--- config.mk ---
export PLATFORM = sky130hd
export DESIGN_NAME = s_axi_read_flat
export DESIGN_NICKNAME = d
export VERILOG_FILES = /design/src/rtl/s_axi_read_pkg.sv /design/src/rtl/s_axi_read_if.sv /design/src/rtl/s_axi_read_decode.sv /design/src/rtl/s_axi_read.sv /design/src/flat_wrapper.sv
export SDC_FILE = /design/constraint.sdc
export NUM_CORES = 1
export LEC_CHECK = 0
export CAP_MARGIN = 10
export CORE_AREA = 2 2 111 113
export CTS_CLUSTER_DIAMETER = 30
export DETAILED_ROUTE_END_ITERATION = 10
export DIE_AREA = 0 0 113 115
export GPL_ROUTABILITY_DRIVEN = 0
export PLACE_DENSITY_LB_ADDON = 0.1
export SLEW_MARGIN = 15
export SYNTH_ARGS = -nofsm -noshare
export SYNTH_HDL_FRONTEND = slang
export SYNTH_SLANG_ARGS = --single-unit
--- constraint.sdc ---
create_clock -name clk -period 4.25 [get_ports clk]
set_clock_uncertainty 0.2 [all_clocks]
set_input_delay 0.85 -clock clk [delete_from_list [all_inputs] [get_ports clk]]
set_output_delay 0.85 -clock clk [all_outputs]
set_load 0.005 [all_outputs]
--- src/rtl/s_axi_read_pkg.sv ---
// Sequencer register-map package: bank selects, bank0 rows, bank1 fields and
// the read-responder state encoding. Shared with the write-side slave.
package s_axi_read_pkg;

  localparam logic [1:0] BANK_SEL_0 = 2'b00;
  localparam logic [1:0] BANK_SEL_1 = 2'b01;

  localparam logic [7:0] B0_ROW_CTRL    = 8'h00;
  localparam logic [7:0] B0_ROW_STATUS  = 8'h01;
  localparam logic [7:0] B0_ROW_CURCNT  = 8'h02;
  localparam logic [7:0] B0_ROW_ENDCNT  = 8'h03;
  localparam logic [7:0] B0_ROW_DMABASE = 8'h04;
  localparam logic [7:0] B0_ROW_DFXCTRL = 8'h05;

  localparam logic [3:0] B1_FLD_SRC_ADDR = 4'd0;
  localparam logic [3:0] B1_FLD_SRC_SIZE = 4'd1;
  localparam logic [3:0] B1_FLD_DES_ADDR = 4'd2;
  localparam logic [3:0] B1_FLD_DES_SIZE = 4'd3;
  localparam logic [3:0] B1_FLD_STATUS   = 4'd4;
  localparam logic [3:0] B1_FLD_PROFILE  = 4'd5;

  typedef enum logic [1:0] {
    ST_IDLE  = 2'd0,
    ST_FETCH = 2'd1,
    ST_RESP  = 2'd2
  } state_t;

endpackage

--- src/rtl/s_axi_read_if.sv ---
// AXI4-Lite read channels (AR and R) of the sequencer S_AXI port.
// A beat transfers on a rising edge where both VALID and READY are high; the
// source holds VALID and its payload stable until that edge, READY may change freely.
interface s_axi_read_if #(
  parameter int ADDR_WIDTH = 16,
  parameter int DATA_WIDTH = 32
);
  logic [ADDR_WIDTH-1:0] S_AXI_ARADDR;
  logic                  S_AXI_ARVALID;
  logic                  S_AXI_ARREADY;
  logic [DATA_WIDTH-1:0] S_AXI_RDATA;
  logic [1:0]            S_AXI_RRESP;
  logic                  S_AXI_RVALID;
  logic                  S_AXI_RREADY;

  modport slave (
    input  S_AXI_ARADDR, S_AXI_ARVALID, S_AXI_RREADY,
    output S_AXI_ARREADY, S_AXI_RDATA, S_AXI_RRESP, S_AXI_RVALID
  );

  modport master (
    output S_AXI_ARADDR, S_AXI_ARVALID, S_AXI_RREADY,
    input  S_AXI_ARREADY, S_AXI_RDATA, S_AXI_RRESP, S_AXI_RVALID
  );
endinterface

--- src/rtl/s_axi_read_decode.sv ---
// Combinational address decode: selects one register field and zero-extends
// (or truncates) it to DATA_WIDTH. Unmapped addresses yield zero.
module s_axi_read_decode
  import s_axi_read_pkg::*;
#(
  parameter int GLOB_ADDR_WIDTH      = 32,
  parameter int ADDR_WIDTH           = 16,
  parameter int DATA_WIDTH           = 32,
  parameter int BANK1_INDEX_WIDTH    = 3,
  parameter int BANK1_SRC_ADDR_WIDTH = 32,
  parameter int BANK1_SRC_SIZE_WIDTH = 26,
  parameter int BANK1_DST_ADDR_WIDTH = 32,
  parameter int BANK1_DST_SIZE_WIDTH = 26,
  parameter int BANK1_STATUS_WIDTH   = 2,
  parameter int BANK1_PROFILE_WIDTH  = 32,
  parameter int BANK0_CONTROL_WIDTH  = 4,
  parameter int BANK0_STATUS_WIDTH   = 4,
  parameter int BANK0_CNT_WIDTH      = BANK1_INDEX_WIDTH
) (
  input  logic [ADDR_WIDTH-1:0]           addr,
  input  logic [BANK1_SRC_ADDR_WIDTH-1:0] src_addr,
  input  logic [BANK1_SRC_SIZE_WIDTH-1:0] src_size,
  input  logic [BANK1_DST_ADDR_WIDTH-1:0] des_addr,
  input  logic [BANK1_DST_SIZE_WIDTH-1:0] des_size,
  input  logic [BANK1_STATUS_WIDTH-1:0]   slot_status,
  input  logic [BANK1_PROFILE_WIDTH-1:0]  profile,
  input  logic [BANK0_CONTROL_WIDTH-1:0]  control,
  input  logic [BANK0_STATUS_WIDTH-1:0]   status,
  input  logic [BANK0_CNT_WIDTH-1:0]      cur_cnt,
  input  logic [BANK0_CNT_WIDTH-1:0]      end_cnt,
  input  logic [GLOB_ADDR_WIDTH-1:0]      dma_base_addr,
  input  logic [GLOB_ADDR_WIDTH-1:0]      dfx_ctrl_addr,
  output logic [DATA_WIDTH-1:0]           data
);

  // Fields are widened to 64 bits first so one slice handles both zero
  // extension and truncation to DATA_WIDTH.
  logic [63:0] sel;
  logic        unused_bits;

  always_comb begin
    sel = '0;
    unique case (addr[15:14])
      BANK_SEL_0: begin
        case (addr[13:6])
          B0_ROW_CTRL:    sel = 64'(control);
          B0_ROW_STATUS:  sel = 64'(status);
          B0_ROW_CURCNT:  sel = 64'(cur_cnt);
          B0_ROW_ENDCNT:  sel = 64'(end_cnt);
          B0_ROW_DMABASE: sel = 64'(dma_base_addr);
          B0_ROW_DFXCTRL: sel = 64'(dfx_ctrl_addr);
          default:        sel = '0;
        endcase
      end
      BANK_SEL_1: begin
        case (addr[5:2])
          B1_FLD_SRC_ADDR: sel = 64'(src_addr);
          B1_FLD_SRC_SIZE: sel = 64'(src_size);
          B1_FLD_DES_ADDR: sel = 64'(des_addr);
          B1_FLD_DES_SIZE: sel = 64'(des_size);
          B1_FLD_STATUS:   sel = 64'(slot_status);
          B1_FLD_PROFILE:  sel = 64'(profile);
          default:         sel = '0;
        endcase
      end
      default: sel = '0;
    endcase
  end

  assign data        = sel[DATA_WIDTH-1:0];
  assign unused_bits = &{1'b0, addr[1:0], sel};

endmodule

--- src/rtl/s_axi_read.sv ---
// AXI4-Lite read responder for the sequencer register file: one outstanding
// read, decoded into bank0/bank1 and returned as a zero-extended word.
module s_axi_read
  import s_axi_read_pkg::*;
#(
  parameter int GLOB_ADDR_WIDTH      = 32,
  parameter int ADDR_WIDTH           = 16,
  parameter int DATA_WIDTH           = 32,
  parameter int BANK1_INDEX_WIDTH    = 3,
  parameter int BANK1_SRC_ADDR_WIDTH = 32,
  parameter int BANK1_SRC_SIZE_WIDTH = 26,
  parameter int BANK1_DST_ADDR_WIDTH = 32,
  parameter int BANK1_DST_SIZE_WIDTH = 26,
  parameter int BANK1_STATUS_WIDTH   = 2,
  parameter int BANK1_PROFILE_WIDTH  = 32,
  parameter int BANK0_CONTROL_WIDTH  = 4,
  parameter int BANK0_STATUS_WIDTH   = 4,
  parameter int BANK0_CNT_WIDTH      = BANK1_INDEX_WIDTH
) (
  input  logic                            clk,
  input  logic                            reset,
  s_axi_read_if.slave                     s_axi,
  output logic [BANK1_INDEX_WIDTH-1:0]    ext_bank1_out_index,
  input  logic [BANK1_SRC_ADDR_WIDTH-1:0] ext_bank1_src_addr,
  input  logic [BANK1_SRC_SIZE_WIDTH-1:0] ext_bank1_src_size,
  input  logic [BANK1_DST_ADDR_WIDTH-1:0] ext_bank1_des_addr,
  input  logic [BANK1_DST_SIZE_WIDTH-1:0] ext_bank1_des_size,
  input  logic [BANK1_STATUS_WIDTH-1:0]   ext_bank1_status,
  input  logic [BANK1_PROFILE_WIDTH-1:0]  ext_bank1_profile,
  input  logic [BANK0_CONTROL_WIDTH-1:0]  ext_bank0_control,
  input  logic [BANK0_STATUS_WIDTH-1:0]   ext_bank0_status,
  input  logic [BANK0_CNT_WIDTH-1:0]      ext_bank0_curCnt,
  input  logic [BANK0_CNT_WIDTH-1:0]      ext_bank0_endCnt,
  input  logic [GLOB_ADDR_WIDTH-1:0]      ext_bank0_dmaBaseAddr,
  input  logic [GLOB_ADDR_WIDTH-1:0]      ext_bank0_dfxCtrlAddr,
  output state_t                          dbg_state
);

  state_t                 state_q, state_d;
  logic [ADDR_WIDTH-1:0]  read_addr_q;
  logic [DATA_WIDTH-1:0]  rdata_q;
  logic [DATA_WIDTH-1:0]  dec_data;
  logic                   arready_q, rvalid_q;
  logic                   ar_hs;

  s_axi_read_decode #(
    .GLOB_ADDR_WIDTH(GLOB_ADDR_WIDTH), .ADDR_WIDTH(ADDR_WIDTH), .DATA_WIDTH(DATA_WIDTH),
    .BANK1_INDEX_WIDTH(BANK1_INDEX_WIDTH),
    .BANK1_SRC_ADDR_WIDTH(BANK1_SRC_ADDR_WIDTH), .BANK1_SRC_SIZE_WIDTH(BANK1_SRC_SIZE_WIDTH),
    .BANK1_DST_ADDR_WIDTH(BANK1_DST_ADDR_WIDTH), .BANK1_DST_SIZE_WIDTH(BANK1_DST_SIZE_WIDTH),
    .BANK1_STATUS_WIDTH(BANK1_STATUS_WIDTH), .BANK1_PROFILE_WIDTH(BANK1_PROFILE_WIDTH),
    .BANK0_CONTROL_WIDTH(BANK0_CONTROL_WIDTH), .BANK0_STATUS_WIDTH(BANK0_STATUS_WIDTH),
    .BANK0_CNT_WIDTH(BANK0_CNT_WIDTH)
  ) u_decode (
    .addr          (read_addr_q),
    .src_addr      (ext_bank1_src_addr),
    .src_size      (ext_bank1_src_size),
    .des_addr      (ext_bank1_des_addr),
    .des_size      (ext_bank1_des_size),
    .slot_status   (ext_bank1_status),
    .profile       (ext_bank1_profile),
    .control       (ext_bank0_control),
    .status        (ext_bank0_status),
    .cur_cnt       (ext_bank0_curCnt),
    .end_cnt       (ext_bank0_endCnt),
    .dma_base_addr (ext_bank0_dmaBaseAddr),
    .dfx_ctrl_addr (ext_bank0_dfxCtrlAddr),
    .data          (dec_data)
  );

  always_comb begin
    state_d = state_q;
    ar_hs   = 1'b0;
    case (state_q)
      ST_IDLE: begin
        ar_hs = s_axi.S_AXI_ARVALID && arready_q;
        if (ar_hs) state_d = ST_FETCH;
      end
      ST_FETCH: state_d = ST_RESP;
      ST_RESP:  if (s_axi.S_AXI_RREADY) state_d = ST_IDLE;
      default:  state_d = ST_IDLE;
    endcase
  end

  // ARREADY/RVALID are registered from the next state so both are low in
  // reset and can never overlap. The slot index is loaded on the AR
  // handshake so the slot fields have settled by the end of ST_FETCH.
  always_ff @(posedge clk or negedge reset) begin
    if (!reset) begin
      state_q             <= ST_IDLE;
      read_addr_q         <= '0;
      rdata_q             <= '0;
      arready_q           <= 1'b0;
      rvalid_q            <= 1'b0;
      ext_bank1_out_index <= '0;
    end else begin
      state_q   <= state_d;
      arready_q <= (state_d == ST_IDLE);
      rvalid_q  <= (state_d == ST_RESP);
      if (ar_hs) begin
        read_addr_q         <= s_axi.S_AXI_ARADDR;
        ext_bank1_out_index <= s_axi.S_AXI_ARADDR[BANK1_INDEX_WIDTH+5:6];
      end
      if (state_q == ST_FETCH) rdata_q <= dec_data;
    end
  end

  assign s_axi.S_AXI_ARREADY = arready_q;
  assign s_axi.S_AXI_RVALID  = rvalid_q;
  assign s_axi.S_AXI_RDATA   = rdata_q;
  assign s_axi.S_AXI_RRESP   = 2'b00;
  assign dbg_state           = state_q;

endmodule

--- src/flat_wrapper.sv ---
// flat-port wrapper written by rule: the top's interface ports become plain ports
module s_axi_read_flat import s_axi_read_pkg::*;
#(
  parameter int GLOB_ADDR_WIDTH      = 32,
  parameter int ADDR_WIDTH           = 16,
  parameter int DATA_WIDTH           = 32,
  parameter int BANK1_INDEX_WIDTH    = 3,
  parameter int BANK1_SRC_ADDR_WIDTH = 32,
  parameter int BANK1_SRC_SIZE_WIDTH = 26,
  parameter int BANK1_DST_ADDR_WIDTH = 32,
  parameter int BANK1_DST_SIZE_WIDTH = 26,
  parameter int BANK1_STATUS_WIDTH   = 2,
  parameter int BANK1_PROFILE_WIDTH  = 32,
  parameter int BANK0_CONTROL_WIDTH  = 4,
  parameter int BANK0_STATUS_WIDTH   = 4,
  parameter int BANK0_CNT_WIDTH      = BANK1_INDEX_WIDTH
)
  (clk, reset, ext_bank1_out_index, ext_bank1_src_addr, ext_bank1_src_size, ext_bank1_des_addr, ext_bank1_des_size, ext_bank1_status, ext_bank1_profile, ext_bank0_control, ext_bank0_status, ext_bank0_curCnt, ext_bank0_endCnt, ext_bank0_dmaBaseAddr, ext_bank0_dfxCtrlAddr, dbg_state, s_axi_S_AXI_ARADDR, s_axi_S_AXI_ARVALID, s_axi_S_AXI_RREADY, s_axi_S_AXI_ARREADY, s_axi_S_AXI_RDATA, s_axi_S_AXI_RRESP, s_axi_S_AXI_RVALID);
  s_axi_read_if #(.ADDR_WIDTH(ADDR_WIDTH), .DATA_WIDTH(DATA_WIDTH)) s_axi_i ();
  input  logic clk;
  input  logic reset;
  output logic [BANK1_INDEX_WIDTH-1:0] ext_bank1_out_index;
  input  logic [BANK1_SRC_ADDR_WIDTH-1:0] ext_bank1_src_addr;
  input  logic [BANK1_SRC_SIZE_WIDTH-1:0] ext_bank1_src_size;
  input  logic [BANK1_DST_ADDR_WIDTH-1:0] ext_bank1_des_addr;
  input  logic [BANK1_DST_SIZE_WIDTH-1:0] ext_bank1_des_size;
  input  logic [BANK1_STATUS_WIDTH-1:0] ext_bank1_status;
  input  logic [BANK1_PROFILE_WIDTH-1:0] ext_bank1_profile;
  input  logic [BANK0_CONTROL_WIDTH-1:0] ext_bank0_control;
  input  logic [BANK0_STATUS_WIDTH-1:0] ext_bank0_status;
  input  logic [BANK0_CNT_WIDTH-1:0] ext_bank0_curCnt;
  input  logic [BANK0_CNT_WIDTH-1:0] ext_bank0_endCnt;
  input  logic [GLOB_ADDR_WIDTH-1:0] ext_bank0_dmaBaseAddr;
  input  logic [GLOB_ADDR_WIDTH-1:0] ext_bank0_dfxCtrlAddr;
  output state_t dbg_state;
  input wire logic [$bits(s_axi_i.S_AXI_ARADDR)-1:0] s_axi_S_AXI_ARADDR;
  input wire logic [$bits(s_axi_i.S_AXI_ARVALID)-1:0] s_axi_S_AXI_ARVALID;
  input wire logic [$bits(s_axi_i.S_AXI_RREADY)-1:0] s_axi_S_AXI_RREADY;
  output wire logic [$bits(s_axi_i.S_AXI_ARREADY)-1:0] s_axi_S_AXI_ARREADY;
  output wire logic [$bits(s_axi_i.S_AXI_RDATA)-1:0] s_axi_S_AXI_RDATA;
  output wire logic [$bits(s_axi_i.S_AXI_RRESP)-1:0] s_axi_S_AXI_RRESP;
  output wire logic [$bits(s_axi_i.S_AXI_RVALID)-1:0] s_axi_S_AXI_RVALID;
  assign s_axi_i.S_AXI_ARADDR = s_axi_S_AXI_ARADDR;
  assign s_axi_i.S_AXI_ARVALID = s_axi_S_AXI_ARVALID;
  assign s_axi_i.S_AXI_RREADY = s_axi_S_AXI_RREADY;
  assign s_axi_S_AXI_ARREADY = s_axi_i.S_AXI_ARREADY;
  assign s_axi_S_AXI_RDATA = s_axi_i.S_AXI_RDATA;
  assign s_axi_S_AXI_RRESP = s_axi_i.S_AXI_RRESP;
  assign s_axi_S_AXI_RVALID = s_axi_i.S_AXI_RVALID;
  s_axi_read #(.GLOB_ADDR_WIDTH(GLOB_ADDR_WIDTH), .ADDR_WIDTH(ADDR_WIDTH), .DATA_WIDTH(DATA_WIDTH), .BANK1_INDEX_WIDTH(BANK1_INDEX_WIDTH), .BANK1_SRC_ADDR_WIDTH(BANK1_SRC_ADDR_WIDTH), .BANK1_SRC_SIZE_WIDTH(BANK1_SRC_SIZE_WIDTH), .BANK1_DST_ADDR_WIDTH(BANK1_DST_ADDR_WIDTH), .BANK1_DST_SIZE_WIDTH(BANK1_DST_SIZE_WIDTH), .BANK1_STATUS_WIDTH(BANK1_STATUS_WIDTH), .BANK1_PROFILE_WIDTH(BANK1_PROFILE_WIDTH), .BANK0_CONTROL_WIDTH(BANK0_CONTROL_WIDTH), .BANK0_STATUS_WIDTH(BANK0_STATUS_WIDTH), .BANK0_CNT_WIDTH(BANK0_CNT_WIDTH)) u_core (.clk(clk), .reset(reset), .s_axi(s_axi_i), .ext_bank1_out_index(ext_bank1_out_index), .ext_bank1_src_addr(ext_bank1_src_addr), .ext_bank1_src_size(ext_bank1_src_size), .ext_bank1_des_addr(ext_bank1_des_addr), .ext_bank1_des_size(ext_bank1_des_size), .ext_bank1_status(ext_bank1_status), .ext_bank1_profile(ext_bank1_profile), .ext_bank0_control(ext_bank0_control), .ext_bank0_status(ext_bank0_status), .ext_bank0_curCnt(ext_bank0_curCnt), .ext_bank0_endCnt(ext_bank0_endCnt), .ext_bank0_dmaBaseAddr(ext_bank0_dmaBaseAddr), .ext_bank0_dfxCtrlAddr(ext_bank0_dfxCtrlAddr), .dbg_state(dbg_state));
endmodule
==> impl_metrics.ini, run 1 <==
[setup_path]
cp_max_fo = 20
critPathKind = reg -> out
cp-start-kind = flop
worstPathArrival_ns = 1.68
cp.required_ns = 3.20
worst_path_max_delay_cell = dfrtp_2
cp-end-kind = output pin
crit_buf_inv = 1
cpLargestDelayFamily = flip-flops
worst_path_largest_cell_delay_ns = 0.77
worstPathCellList = clkdlybuf4s50_1

[synth]
synth-main-ff-cell = dfrtp_1
synth_area_per_cell_um2 = 9.95
synth_seq_cells = 50
synth_area_mm2 = 0.00383
yosysWarnings = 0
ys_types = 49
synthArstFlopShare = 1.00
synthTopCellsByArea = dfrtp_1, mux2i_1, o2bb2ai_1
synthCells = 385
synth_area_leader_cell = dfrtp_1
seq_area_frac_synth = 0.327
synth_edf_count = 0
synth_top_area_frac = 0.327

[die]
die_x_um = 113
core_area_mm2 = 0.0118
start_util = 0.324
die_h_um = 115
rows = 40
die_area_mm2 = 0.0130
ios = 289

[pwr]
ir_worst_vdd_v = 0.000312
p_leak_uw = 0.00282
power_density_mw_per_mm2 = 457

[cts]
clock_path_buffers = 2
cts_made_buffers = 5
cts_tree = yes
clkLatencyLatePin_ns = 0.29
hold_buffers = 0
cts.sinks = 50
ctsHtreeMaxLevel = 2
cts-resized-gates = 0
post_cts_buffers = 0
clkTransAtPathRegs_ns = 0.07
root_buffer = clkbuf_16

[place]
numPortBuffers = 284
post-place-ws_ns = 1.47
hpwlAfterDp_mm = 11.4

[cells_and_area]
fill_cells = 1072
nets = 889
drive_gt1_frac = 0.0732
areaGrowthSynthToFinish_pct = 78.2
diodes = 0

[sta]
finalCritPeriodShare = 0.643
rsz0062_at_grt = false
hold_violations = 0
worst_pin_slew_ns = 1.12
setup_violations = 0
min_period_ns = 2.73
fin_ws_ns = 1.52
fmax_mhz = 366
max_slew_margin = 0.252
slew_violations = 0
setup_tns_ns = 0

[grt]
grt_pass1_vias = 4119
grt_antenna_before_repair = 0
grt_max_degree = 38
globalRoute.totalOverflow = 0
track_usage = 0.213
grt_first_pass_wirelength_mm = 21.7

[route]
drtAntennaViolNets = 0
drc = 19
drt-pass1-iter-count = 8
routed_wire_length_per_instance_um = 18.4
vias = 3978
viasPerCell = 5.04
drt-initial-drc-count = 214
drt_wl_total_mm = 14.5

[job]
max_cap_violations = 0

[status]
status = finished with violations
violations = DRC

[hold_path]
hold_class = reg -> reg
-- layer usage --
metal  up-vias  wire, µm  global-route usage
met5         -         0                   0
met4         0       230              0.0504
met3        14      1150              0.0527
met2       160      7500               0.392
met1      1863      5620               0.249
li1       1941         -                   -
-- where the power goes --
group | switching, µW | leakage [µW] | total, µW | internal (µW)
registers | 277 | 0.000655 | 935 | 659
clock network | 173 | 0.0000781 | 452 | 279
logic | 752 | 0.00209 | 1730 | 980
-- per-stage QoR --
| stage | cells | total power (µW) | utilization | hold slack (ns) | instance area (µm²) |
|---|---|---|---|---|---|
| 3_3_place_gp | 781 | 2670 | 0.564 | 0.271 | 6660 |
| 6_report | 789 | 3120 | 0.578 | 0.287 | 6830 |
| 4_1_cts | 789 | 3160 | 0.578 | 0.293 | 6830 |
| 5_1_grt | 789 | 3330 | 0.578 | 0.311 | 6830 |
| 3_5_place_dp | 781 | 2700 | 0.564 | 0.277 | 6660 |
| 2_1_floorplan | 386 | 1990 | - | 0.280 | 3830 |
-- logic make-up after synthesis --
logic type	synth area share
multiplexers	0.289
AO/OA/AOI/OAI	0.213
buffers and inverters	0.0637
flip-flops	0.327
AND/OR/NAND/NOR	0.106
other	0.000979
-- worst register-to-register path: stages, from the launching register on --
cell,delay (ns)
dfrtp_1,0.79
or2_1,0.81
a2bb2oi_1,0.28
o21ai_1,0.13
a221o_1,0.35
-- cells in the mapped netlist, types with 3 or more instances --
cell	number
a21oi_1	5
a22oi_1	6
buf_2	15
buf_4	10
clkbuf_1	13
dfrtp_1	50
mux2_1	4
mux2_2	8
mux2i_1	86
mux4_2	5
nand2_1	34
nand2b_1	3
nor2_1	26
o211ai_1	8
o211ai_2	14
o21ai_0	6
o21ai_1	28
o2bb2ai_1	27
-- worst paths after layout --
kind / start / depth (start not counted) / end / slack [ns]
setup / recovery: u_core.read_addr_q[6] / 1 / ext_bank1_out_index[0] / 1.52
hold / removal: u_core.s_axi.S_AXI_RDATA[7] / 2 / u_core.s_axi.S_AXI_RDATA[7] / 0.29
setup reg to reg: u_core.read_addr_q[3] / 4 / u_core.s_axi.S_AXI_RDATA[16] / 1.57
hold reg to reg: u_core.s_axi.S_AXI_RDATA[7] / 2 / u_core.s_axi.S_AXI_RDATA[7] / 0.29
max in group asynchronous: reset / 2 / u_core.s_axi.S_AXI_RDATA[7] / 2.67
min in group asynchronous: reset / 1 / u_core.read_addr_q[11] / 0.45
-- registers in the layout, summed over array words and instances (netlist names) --
register                    cells
u_core.s_axi.S_AXI_RDATA       32
u_core.dbg_state                2
u_core.read_addr_q             14
u_core.s_axi.S_AXI_RVALID       1
u_core.s_axi.S_AXI_ARREADY      1
-- cell usage in the layout, fill, tap and decap left out, types with 2 or more instances in the layout --
cell type,Yosys,routed
a21oi_1,5,5
a221o_1,2,2
a22oi_1,6,6
buf_4,10,5
clkbuf_1,13,2
clkbuf_16,0,5
clkdlybuf4s50_1,0,283
conb_1,1,2
dfrtp_1,50,48
inv_1,2,2
mux2_1,4,4
mux2_2,8,8
mux2i_1,86,86
mux4_2,5,5
nand2_1,34,34
nand2b_1,3,2
nand3b_1,2,2
nor2_1,26,26
nor3_1,2,2
o211ai_1,8,8
o211ai_2,14,14
o21ai_0,6,6
o21ai_1,28,28
o22ai_1,2,2
o2bb2ai_1,27,27
or2_1,1,2
-- area by class of cell --
cell class | instances | area, µm² | area share
repair buffers | 289 | 2880 | 0.421
multi-input cells | 293 | 2340 | 0.343
flip-flops and latches | 50 | 1260 | 0.184
well taps | 147 | 184 | 0.0269
clock buffers | 7 | 133 | 0.0194
clock inverters | 1 | 30.0 | 0.00440
inverters | 2 | 7.51 | 0.00110
(Power assumes the default switching activity.)
==> run 2: changes to the inputs <==
--- a/config.mk
+++ b/config.mk
@@ -6,10 +6,9 @@
 export NUM_CORES = 1
 export LEC_CHECK = 0
 export CAP_MARGIN = 10
-export CORE_AREA = 2 2 111 113
+export CORE_UTILIZATION = 31
 export CTS_CLUSTER_DIAMETER = 30
 export DETAILED_ROUTE_END_ITERATION = 10
-export DIE_AREA = 0 0 113 115
 export GPL_ROUTABILITY_DRIVEN = 0
 export PLACE_DENSITY_LB_ADDON = 0.1
 export SLEW_MARGIN = 15
==> constraint.sdc (replaced) <==
create_clock -name clk -period 2.25 [get_ports clk]
set_clock_uncertainty 0.2 [all_clocks]
set_input_delay 0.45 -clock clk [delete_from_list [all_inputs] [get_ports clk]]
set_output_delay 0.45 -clock clk [all_outputs]
set_load 0.005 [all_outputs]
==> run 2 against run 1 <==
The run ends with hold timing left; non-clock buffer count up 13; register-to-register slack worse by 1.2 ns; sequential share of layout area down 0.42 points; setup slack worse by 1.3 ns; worst hold slack worse by 0.30 ns; cell area up 2.3%; highest routed layer unchanged.
==> impl_metrics.ini, run 2 (same netlist as run 1, synthesis figures left out) <==
[status]
status = finished with violations
violations = hold timing

[place]
hpwlAfterDp_mm = 11.6
numPortBuffers = 284
post-place-ws_ns = 0.208

[die]
rows = 40
core_area_mm2 = 0.0120
ios = 289
die_area_mm2 = 0.0128
die_h_um = 113
start_util = 0.319
die_x_um = 113

[route]
wl_met2_mm = 7.33
vias = 3994
routed_wire_length_per_instance_um = 17.9
viasPerCell = 4.98
drc = 0
routed.top_layer = met4
wl_met1_mm = 5.86
drt-initial-drc-count = 198
drt_wl_total_mm = 14.3
met3WireLength_mm = 1.01
drtAntennaViolNets = 0
drt-pass1-iter-count = 5

[cts]
cts_tree = yes
cts-resized-gates = 0
post_cts_buffers = 0
ctsHtreeMaxLevel = 2
clkTransAtPathRegs_ns = 0.07
clock_path_buffers = 2
hold_buffers = 0
clkLatencyLatePin_ns = 0.29
cts.sinks = 50
cts_made_buffers = 5
root_buffer = clkbuf_16

[cells_and_area]
drive_gt1_frac = 0.0947
nets = 902
diodes = 0
final_cell_mix = clkdlybuf4s50_1, mux2i_1, dfrtp_1, nand2_1, o21ai_1
areaGrowthSynthToFinish_pct = 82.4
regArea_mm2 = 0.00126
largest_register_ffs = 32
final_common_cell = clkdlybuf4s50_1
fill_cells = 1083
multi_input_area_mm2 = 0.00234

[sta]
fin_ws_ns = 0.186
worst_pin_slew_ns = 0.667
slew_violations = 0
setup_violations = 0
min_period_ns = 2.06
hold_violations = 18
fmax_mhz = 484
setup_tns_ns = 0
rsz0062_at_grt = false
finalCritPeriodShare = 0.917
timing.hold.ws_ns = -0.00928
max_slew_margin = 0.555

[grt]
grt_first_pass_wirelength_mm = 21.7
grt_pass1_vias = 4062
grt_antenna_before_repair = 0
grt_max_degree = 29
track_usage = 0.220
globalRoute.totalOverflow = 0

[setup_path]
r2r-start = u_core.read_addr_q[11]
worst_path_largest_cell_delay_ns = 0.58
crit_buf_inv = 1
worst_path_max_delay_cell = clkdlybuf4s50_1
cpLargestDelayFamily = buffers and inverters
cp.required_ns = 1.60
critPathKind = reg -> out
cp-end-kind = output pin
worstPathCellList = clkdlybuf4s50_1
crit_path_start = u_core.read_addr_q[6]
cp-start-kind = flop
worstPathArrival_ns = 1.41
cp_max_fo = 11

[pwr]
ir_worst_vdd_v = 0.000592
power_density_mw_per_mm2 = 880
p_leak_uw = 0.00291

[job]
max_cap_violations = 0

[hold_path]
hold_class = in -> async
run 2: area by class of cell:
cell class	instances	share of cell area
repair buffers	302	0.433
clock inverters	3	0.00681
multi-input cells	293	0.335
inverters	2	0.00107
well taps	147	0.0263
flip-flops and latches	50	0.180
clock buffers	5	0.0179
run 2: through the flow:
stage | hold WS (ns) | instance area (µm²) | std cells | utilization | total power, µW
CTS | 0.00797 | 6980 | 802 | 0.581 | 6210
finish | -0.00928 | 6980 | 802 | 0.581 | 6150
detailed placement | 0.271 | 6810 | 794 | 0.567 | 5300
floorplan | -0.0456 | 3830 | 386 | - | 3750
global placement | 0.272 | 6810 | 794 | 0.567 | 5250
global route | 0.0353 | 6980 | 802 | 0.581 | 6570
run 2: final timing paths:
kind | depth (start not counted) | slack [ns] | to
max | 1 | 0.19 | ext_bank1_out_index[0]
min | 1 | -0.009 | u_core.dbg_state[0]
max reg2reg | 5 | 0.36 | u_core.s_axi.S_AXI_RDATA[22]
min reg2reg | 2 | 0.29 | u_core.s_axi.S_AXI_RDATA[10]
max in group asynchronous | 2 | 1.28 | u_core.read_addr_q[6]
min in group clk | 2 | 0.29 | u_core.s_axi.S_AXI_RDATA[10]
run 2: layer usage:
layer	track usage	vias to the layer above
li1	-	1965
met1	0.262	1860
met2	0.407	160
met3	0.0445	9
met4	0.0430	0
met5	0	-
run 2: report_power, final:
group,total (µW),internal (µW),switching [µW]
Clock,887,533,354
Sequential,1560,1250,314
Combinational,3700,2030,1670
Total,6150,3810,2340
